===== config.mk =====
export PLATFORM = sky130hd
export DESIGN_NAME = up_dim
export DESIGN_NICKNAME = d
export VERILOG_FILES = /design/src/rtl/up_dim.sv
export SDC_FILE = /design/constraint.sdc
export NUM_CORES = 1
export LEC_CHECK = 0
export ABC_AREA = 1
export BUFFER_PORTS_ARGS = -buffer_cell sky130_fd_sc_hd__buf_2
export CAP_MARGIN = 20
export CELL_PAD_IN_SITES_DETAIL_PLACEMENT = 1
export CELL_PAD_IN_SITES_GLOBAL_PLACEMENT = 1
export CORE_MARGIN = 5
export CORE_UTILIZATION = 44
export CTS_CLUSTER_SIZE = 14
export DETAILED_ROUTE_END_ITERATION = 7
export PLACE_DENSITY = 0.92
export SLEW_MARGIN = 20
export SYNTH_ARGS = -nofsm -noshare
export SYNTH_HDL_FRONTEND = slang
export SYNTH_SLANG_ARGS = --single-unit

===== constraint.sdc =====
create_clock -name clk -period 4.6 [get_ports clk]
set_clock_uncertainty 0.1 [all_clocks]
set_input_delay 0 -clock clk [delete_from_list [all_inputs] [get_ports clk]]
set_output_delay 0 -clock clk [all_outputs]
set_load 0.02 [all_outputs]

===== src/rtl/up_dim.sv =====
// Expands one reduced fuzzy membership sample into Dim1 then Dim2 beats on a single output port.
// Latency: Dim1 valid the cycle after input accept, Dim2 the cycle after Dim1 accept; 3 cycles/sample.
// Backpressure: outputs held while out_ready=0; in_ready only in IDLE (also in EMIT2 with UPDIM_BACK2BACK_EN).
module up_dim #(
  parameter int Offset       = 0,
  parameter int InData_limit = 10
) (
  input  logic                    clk,
  input  logic                    rst_n,
  input  logic                    in_valid,
  output logic                    in_ready,
  input  logic [InData_limit-1:0] CutLine,
  input  logic [3:0]              InFlag,
  input  logic [InData_limit-1:0] InDim,
  output logic                    out_valid,
  input  logic                    out_ready,
  output logic                    OutSel,
  output logic [3:0]              OutFlag,
  output logic [InData_limit-1:0] OutDim,
  output logic [7:0]              SampleCnt
);

  localparam int W = InData_limit;
  localparam logic [3:0] FLAG_CONFLICT = 4'b0010;

  typedef enum logic [1:0] {IDLE, EMIT1, EMIT2} state_t;

  state_t         state_q, state_d;
  logic           in_ready_q, in_ready_d;
  logic           out_valid_q, out_valid_d;
  logic           out_sel_q, out_sel_d;
  logic [3:0]     out_flag_q, out_flag_d;
  logic [W-1:0]   out_dim_q, out_dim_d;
  logic [7:0]     cnt_q, cnt_d;
  logic [W-1:0]   cap_cut_q, cap_cut_d;
  logic [3:0]     cap_flag_q, cap_flag_d;
  logic [W-1:0]   cap_dim_q, cap_dim_d;

  // Offset only applies to samples that were shifted at reduction (flag bit 1 clear).
  function automatic logic [W-1:0] restore(input logic [3:0] flag, input logic [W-1:0] dim);
    if (!flag[1] && (Offset > 0)) return dim >> Offset;
    else return dim;
  endfunction

  function automatic logic [W-1:0] dim1_of(input logic [W-1:0] v, input logic [W-1:0] cut);
    return (v > cut) ? cut : v;
  endfunction

  function automatic logic [W-1:0] dim2_of(input logic [W-1:0] v, input logic [W-1:0] cut);
    return (v > cut) ? (v - cut) : '0;
  endfunction

  function automatic logic [3:0] flag1_of(input logic [3:0] flag);
    return (flag == FLAG_CONFLICT) ? 4'b0001 : flag;
  endfunction

  function automatic logic [3:0] flag2_of(input logic [3:0] flag);
    return (flag == FLAG_CONFLICT) ? 4'b0100 : flag;
  endfunction

  logic         in_fire, out_fire;
  logic [W-1:0] in_v, cap_v;

  assign in_v  = restore(InFlag, InDim);
  assign cap_v = restore(cap_flag_q, cap_dim_q);

`ifdef UPDIM_BACK2BACK_EN
  assign in_ready = in_ready_q | ((state_q == EMIT2) & out_ready);
`else
  assign in_ready = in_ready_q;
`endif

  assign in_fire  = in_valid & in_ready;
  assign out_fire = out_valid_q & out_ready;

  always_comb begin
    state_d     = state_q;
    in_ready_d  = in_ready_q;
    out_valid_d = out_valid_q;
    out_sel_d   = out_sel_q;
    out_flag_d  = out_flag_q;
    out_dim_d   = out_dim_q;
    cnt_d       = cnt_q;
    cap_cut_d   = cap_cut_q;
    cap_flag_d  = cap_flag_q;
    cap_dim_d   = cap_dim_q;
    case (state_q)
      IDLE: begin
        in_ready_d = 1'b1;
        if (in_fire) begin
          cap_cut_d   = CutLine;
          cap_flag_d  = InFlag;
          cap_dim_d   = InDim;
          state_d     = EMIT1;
          in_ready_d  = 1'b0;
          out_valid_d = 1'b1;
          out_sel_d   = 1'b0;
          out_dim_d   = dim1_of(in_v, CutLine);
          out_flag_d  = flag1_of(InFlag);
        end
      end
      EMIT1: begin
        if (out_fire) begin
          state_d    = EMIT2;
          out_sel_d  = 1'b1;
          out_dim_d  = dim2_of(cap_v, cap_cut_q);
          out_flag_d = flag2_of(cap_flag_q);
        end
      end
      EMIT2: begin
        if (out_fire) begin
          if (cnt_q != 8'hFF) cnt_d = cnt_q + 8'd1;
          // A new sample arriving with the Dim2 accept skips the IDLE bubble.
          if (in_fire) begin
            cap_cut_d   = CutLine;
            cap_flag_d  = InFlag;
            cap_dim_d   = InDim;
            state_d     = EMIT1;
            out_valid_d = 1'b1;
            out_sel_d   = 1'b0;
            out_dim_d   = dim1_of(in_v, CutLine);
            out_flag_d  = flag1_of(InFlag);
          end else begin
            state_d     = IDLE;
            in_ready_d  = 1'b1;
            out_valid_d = 1'b0;
          end
        end
      end
      default: begin
        state_d     = IDLE;
        out_valid_d = 1'b0;
      end
    endcase
  end

  always_ff @(posedge clk or negedge rst_n) begin
    if (!rst_n) begin
      state_q     <= IDLE;
      in_ready_q  <= 1'b0;
      out_valid_q <= 1'b0;
      out_sel_q   <= 1'b0;
      out_flag_q  <= '0;
      out_dim_q   <= '0;
      cnt_q       <= '0;
      cap_cut_q   <= '0;
      cap_flag_q  <= '0;
      cap_dim_q   <= '0;
    end else begin
      state_q     <= state_d;
      in_ready_q  <= in_ready_d;
      out_valid_q <= out_valid_d;
      out_sel_q   <= out_sel_d;
      out_flag_q  <= out_flag_d;
      out_dim_q   <= out_dim_d;
      cnt_q       <= cnt_d;
      cap_cut_q   <= cap_cut_d;
      cap_flag_q  <= cap_flag_d;
      cap_dim_q   <= cap_dim_d;
    end
  end

  assign out_valid = out_valid_q;
  assign OutSel    = out_sel_q;
  assign OutFlag   = out_flag_q;
  assign OutDim    = out_dim_q;
  assign SampleCnt = cnt_q;

endmodule


==> results.yml <==
global_routing:
  initial_antenna_violation_count: 0
  largest_net_degree_at_the_start_of_global_routing: 52
  groute.usage.overall: 0.283
  gr-total-overflow: 0
  grt_first_pass_wirelength_mm: 19.6
  first_global_vias: 3675
route:
  vias_per_cell: 5.38
  drt_pass1_iterations: 5
  route.vias.total: 3298
  route.final.wire_length_mm: 12.1
  drt_iter0_drc: 167
  wl_per_cell_um: 19.8
  route.detailed.drc: 0
  antenna_left: 0
finish:
  layout.filler_cells: 920
  post_route_cells_drive_above_1_share: 0.169
  layoutNonFillerInstCount: 613
  final-seq-area_mm2: 0.00128
  multi_input_area_mm2: 0.00165
  area_delta_synth_final_pct: 21.9
  number_of_nets_in_the_finished_design: 563
  antennaDiodeCount: 0
floorplan:
  initial_utilization: 0.450
  io_pins: 53
  die_h_um: 96.2
  fp.dieW_um: 96.2
  fp.dieArea_mm2: 0.00924
  floorplan.rows: 31
  core_mm2: 0.00725
setup_path:
  critPathRequiredTime_ps: 4730
  worst-setup-path-type: "input port to flop"
  crit_path_start_kind: "input port"
  cp.arrival_ps: 2620
  end_kind: "flop"
  worstPathMaxFanout: 11
status:
  status: "finished, final reports clean"
sta:
  max_clock_freq_mhz: 403
  final_min_period_over_clock_period: 0.540
  final_max_slew_viol_count: 0
  finalSetupTns_ps: 0
  relSlewSlack: 0.544
  timing_worst_slew_pin_value_ps: 684
  unrepaired_setup_endpoints_after_global_routing: "false"
  period_needed_ps: 2480
  endpoints_failing_hold: 0
  final_count_of_negative_setup_slack_endpoints: 0
yosys:
  synth_cell_type_count: 36
  synthTopCellsByArea: "sky130_fd_sc_hd__dfrtp_1, sky130_fd_sc_hd__nand2_1, sky130_fd_sc_hd__ha_1, sky130_fd_sc_hd__inv_1, sky130_fd_sc_hd__nand3_1"
  synthSimpleGateAreaFrac: 0.309
  post_synth_inst_count: 436
  synth.top_cell.area_share: 0.391
  synthMuxAreaShare: 0.00690
  adder_cell_share_of_the_synthesized_area: 0.0866
  synth_xor_area_frac: 0.0268
  synth_compound_area_frac: 0.0766
  syn_area_mm2: 0.00327
  synth-seq-area-share: 0.391
  synthesis.nets: 486
  synthesis_warnings: 0
  synthDominantAreaCellType: "sky130_fd_sc_hd__dfrtp_1"
  synth_top_family_by_area: "simple AND/OR/NAND/NOR gates"
  synth.ff_latch_count: 51
  syn-mean-instance-area_um2: 7.49
power_and_ir_drop:
  p_sw_frac: 0.259
  power_frac_comb: 0.107
  highest_ir_drop_seen_on_vdd_v: 0.000130
  power_per_cell_area_mw_per_mm2: 226
  p_sw_mw: 0.232
  internal_power_mw: 0.666
  share_clk_of_total_power: 0.394
  power.share.sequential: 0.499
  leakagePower_nw: 2.22
  total_power_mw: 0.898
clock_network:
  cts_inserted_buffers: 5
  cts_resized: 0
  numClockSinks: 51
  cts_tree: "built"
  cts.reportedPaths.clkPinSlew_ps: 110
  htreeDepth: 2
  clock_tree.root_cell: "sky130_fd_sc_hd__clkbuf_8"
  cts_buffer_depth: 2
  clkLatencyLatePin_ps: 330
placement:
  post-place-cells: 578
  dp_hpwl_mm: 7.12
  gp_routability_congestion: 0.953
  io_buffer_count: 52
min_path:
  hold_class: "input port to async pin"
flow_run:
  maxCapViolations: 0
[metrics by stage]
stage          worst slack, ps  utilization  instance area, µm²  hold slack, ps
2_1_floorplan             2780            -                3270            -396
3_3_place_gp              2640        0.495                3590            57.4
3_5_place_dp              2540        0.495                3590            72.0
4_1_cts                   2370        0.549                3980             248
5_1_grt                   1960        0.549                3980             326
6_report                  2120        0.549                3980             215
[layer usage]
metal	track usage	vias up	routed length [µm]
met5	0	-	0
met4	0.102	0	327
met3	0.0524	35	687
met2	0.497	109	6120
met1	0.344	1640	4980
li1	-	1514	-
[placed cells by master, fill, tap and decap left out, drive strengths merged]
cell type / synthesis / routed
fa: 1 / 1
xnor2: 7 / 7
dlygate4sd3: 0 / 27
a21o: 1 / 1
inv: 71 / 72
nand3b: 3 / 3
nand2: 142 / 142
buf: 9 / 53
dfrtp: 51 / 51
ha: 21 / 21
bufinv: 0 / 1
nand4: 5 / 5
nor3: 1 / 1
mux2: 2 / 2
a21oi: 8 / 8
o21ai: 35 / 35
nor2: 36 / 36
clkbuf: 1 / 6
xor2: 3 / 3
or2: 1 / 1
a31oi: 2 / 2
nand3: 36 / 36
[sequential cells by signal, summed over array words and instances, names as in the netlist]
register and count:
in_ready 1, cap_dim_q 10, cap_cut_q 10, out_valid 1
OutFlag 4, OutDim 10, OutSel 1, state_q 2
SampleCnt 8, cap_flag_q 4
[Yosys cell counts, drive strengths merged]
cell	number
xor2	3
clkbuf	1
nor2	36
nand3b	3
or2	1
inv	71
buf	9
o21ai	35
a21oi	8
dfrtp	51
nand4	5
a21o	1
nand3	36
nor3	1
mux2	2
nand2	142
ha	21
fa	1
a31oi	2
xnor2	7
[power groups by stage]
stage	Clock [mW]	Sequential (mW)	Combinational, mW
after floorplan	0	0.457	0.0347
after global placement	0	0.457	0.0645
after detailed placement	0	0.457	0.0685
after CTS	0.353	0.448	0.0864
after global routing	0.367	0.448	0.106
final	0.354	0.448	0.0965
[timing repair]
action,CTS,global route
endpoints found under the hold margin,80,0
hold buffers,27,0
buffers inserted,0,0
endpoints found under the setup margin,0,0
[kinds of logic after synthesis]
| family | Yosys count |
|---|---|
| AND/OR/NAND/NOR | 224 |
| adder cells (fa/ha/maj) | 22 |
| multiplexers | 2 |
| AO/OA/AOI/OAI | 46 |
| XOR/XNOR | 10 |
| buffers and inverters | 81 |
| flip-flops | 51 |
[worst max-delay path, cell delays in order]
cell and delay, ps:
sky130_fd_sc_hd__dlygate4sd3_1 540, sky130_fd_sc_hd__buf_2 110, sky130_fd_sc_hd__inv_1 70, sky130_fd_sc_hd__ha_1 330, sky130_fd_sc_hd__nand2_1 90, sky130_fd_sc_hd__nor2_1 190, sky130_fd_sc_hd__nand4_1 440, sky130_fd_sc_hd__nand2_2 380
sky130_fd_sc_hd__nand2_1 120, sky130_fd_sc_hd__nand3_1 130, sky130_fd_sc_hd__nand2_1 90, sky130_fd_sc_hd__nand2_1 70, sky130_fd_sc_hd__nand2_1 50
[final timing paths]
kind,slack (ps),depth (start not counted),startpoint,end
worst max-delay path,2120,13,CutLine[7],OutDim[0]
worst min-delay path,210,3,rst_n,cap_dim_q[5]
worst max register to register,2470,9,out_valid,OutDim[5]
worst min register to register,380,2,OutDim[8],OutDim[8]
max in group asynchronous,3710,3,rst_n,OutDim[1]
min in group clk,380,3,InFlag[1],cap_flag_q[1]
[cell type report]
cell class / instances / area share
tap: 99 / 0.0311
clock inverter: 2 / 0.00975
clock buffer: 6 / 0.0207
sequential: 51 / 0.321
multi-input combinational: 304 / 0.415
timing repair buffer: 80 / 0.135
inverter: 71 / 0.0676
(Power assumes the default switching activity.)
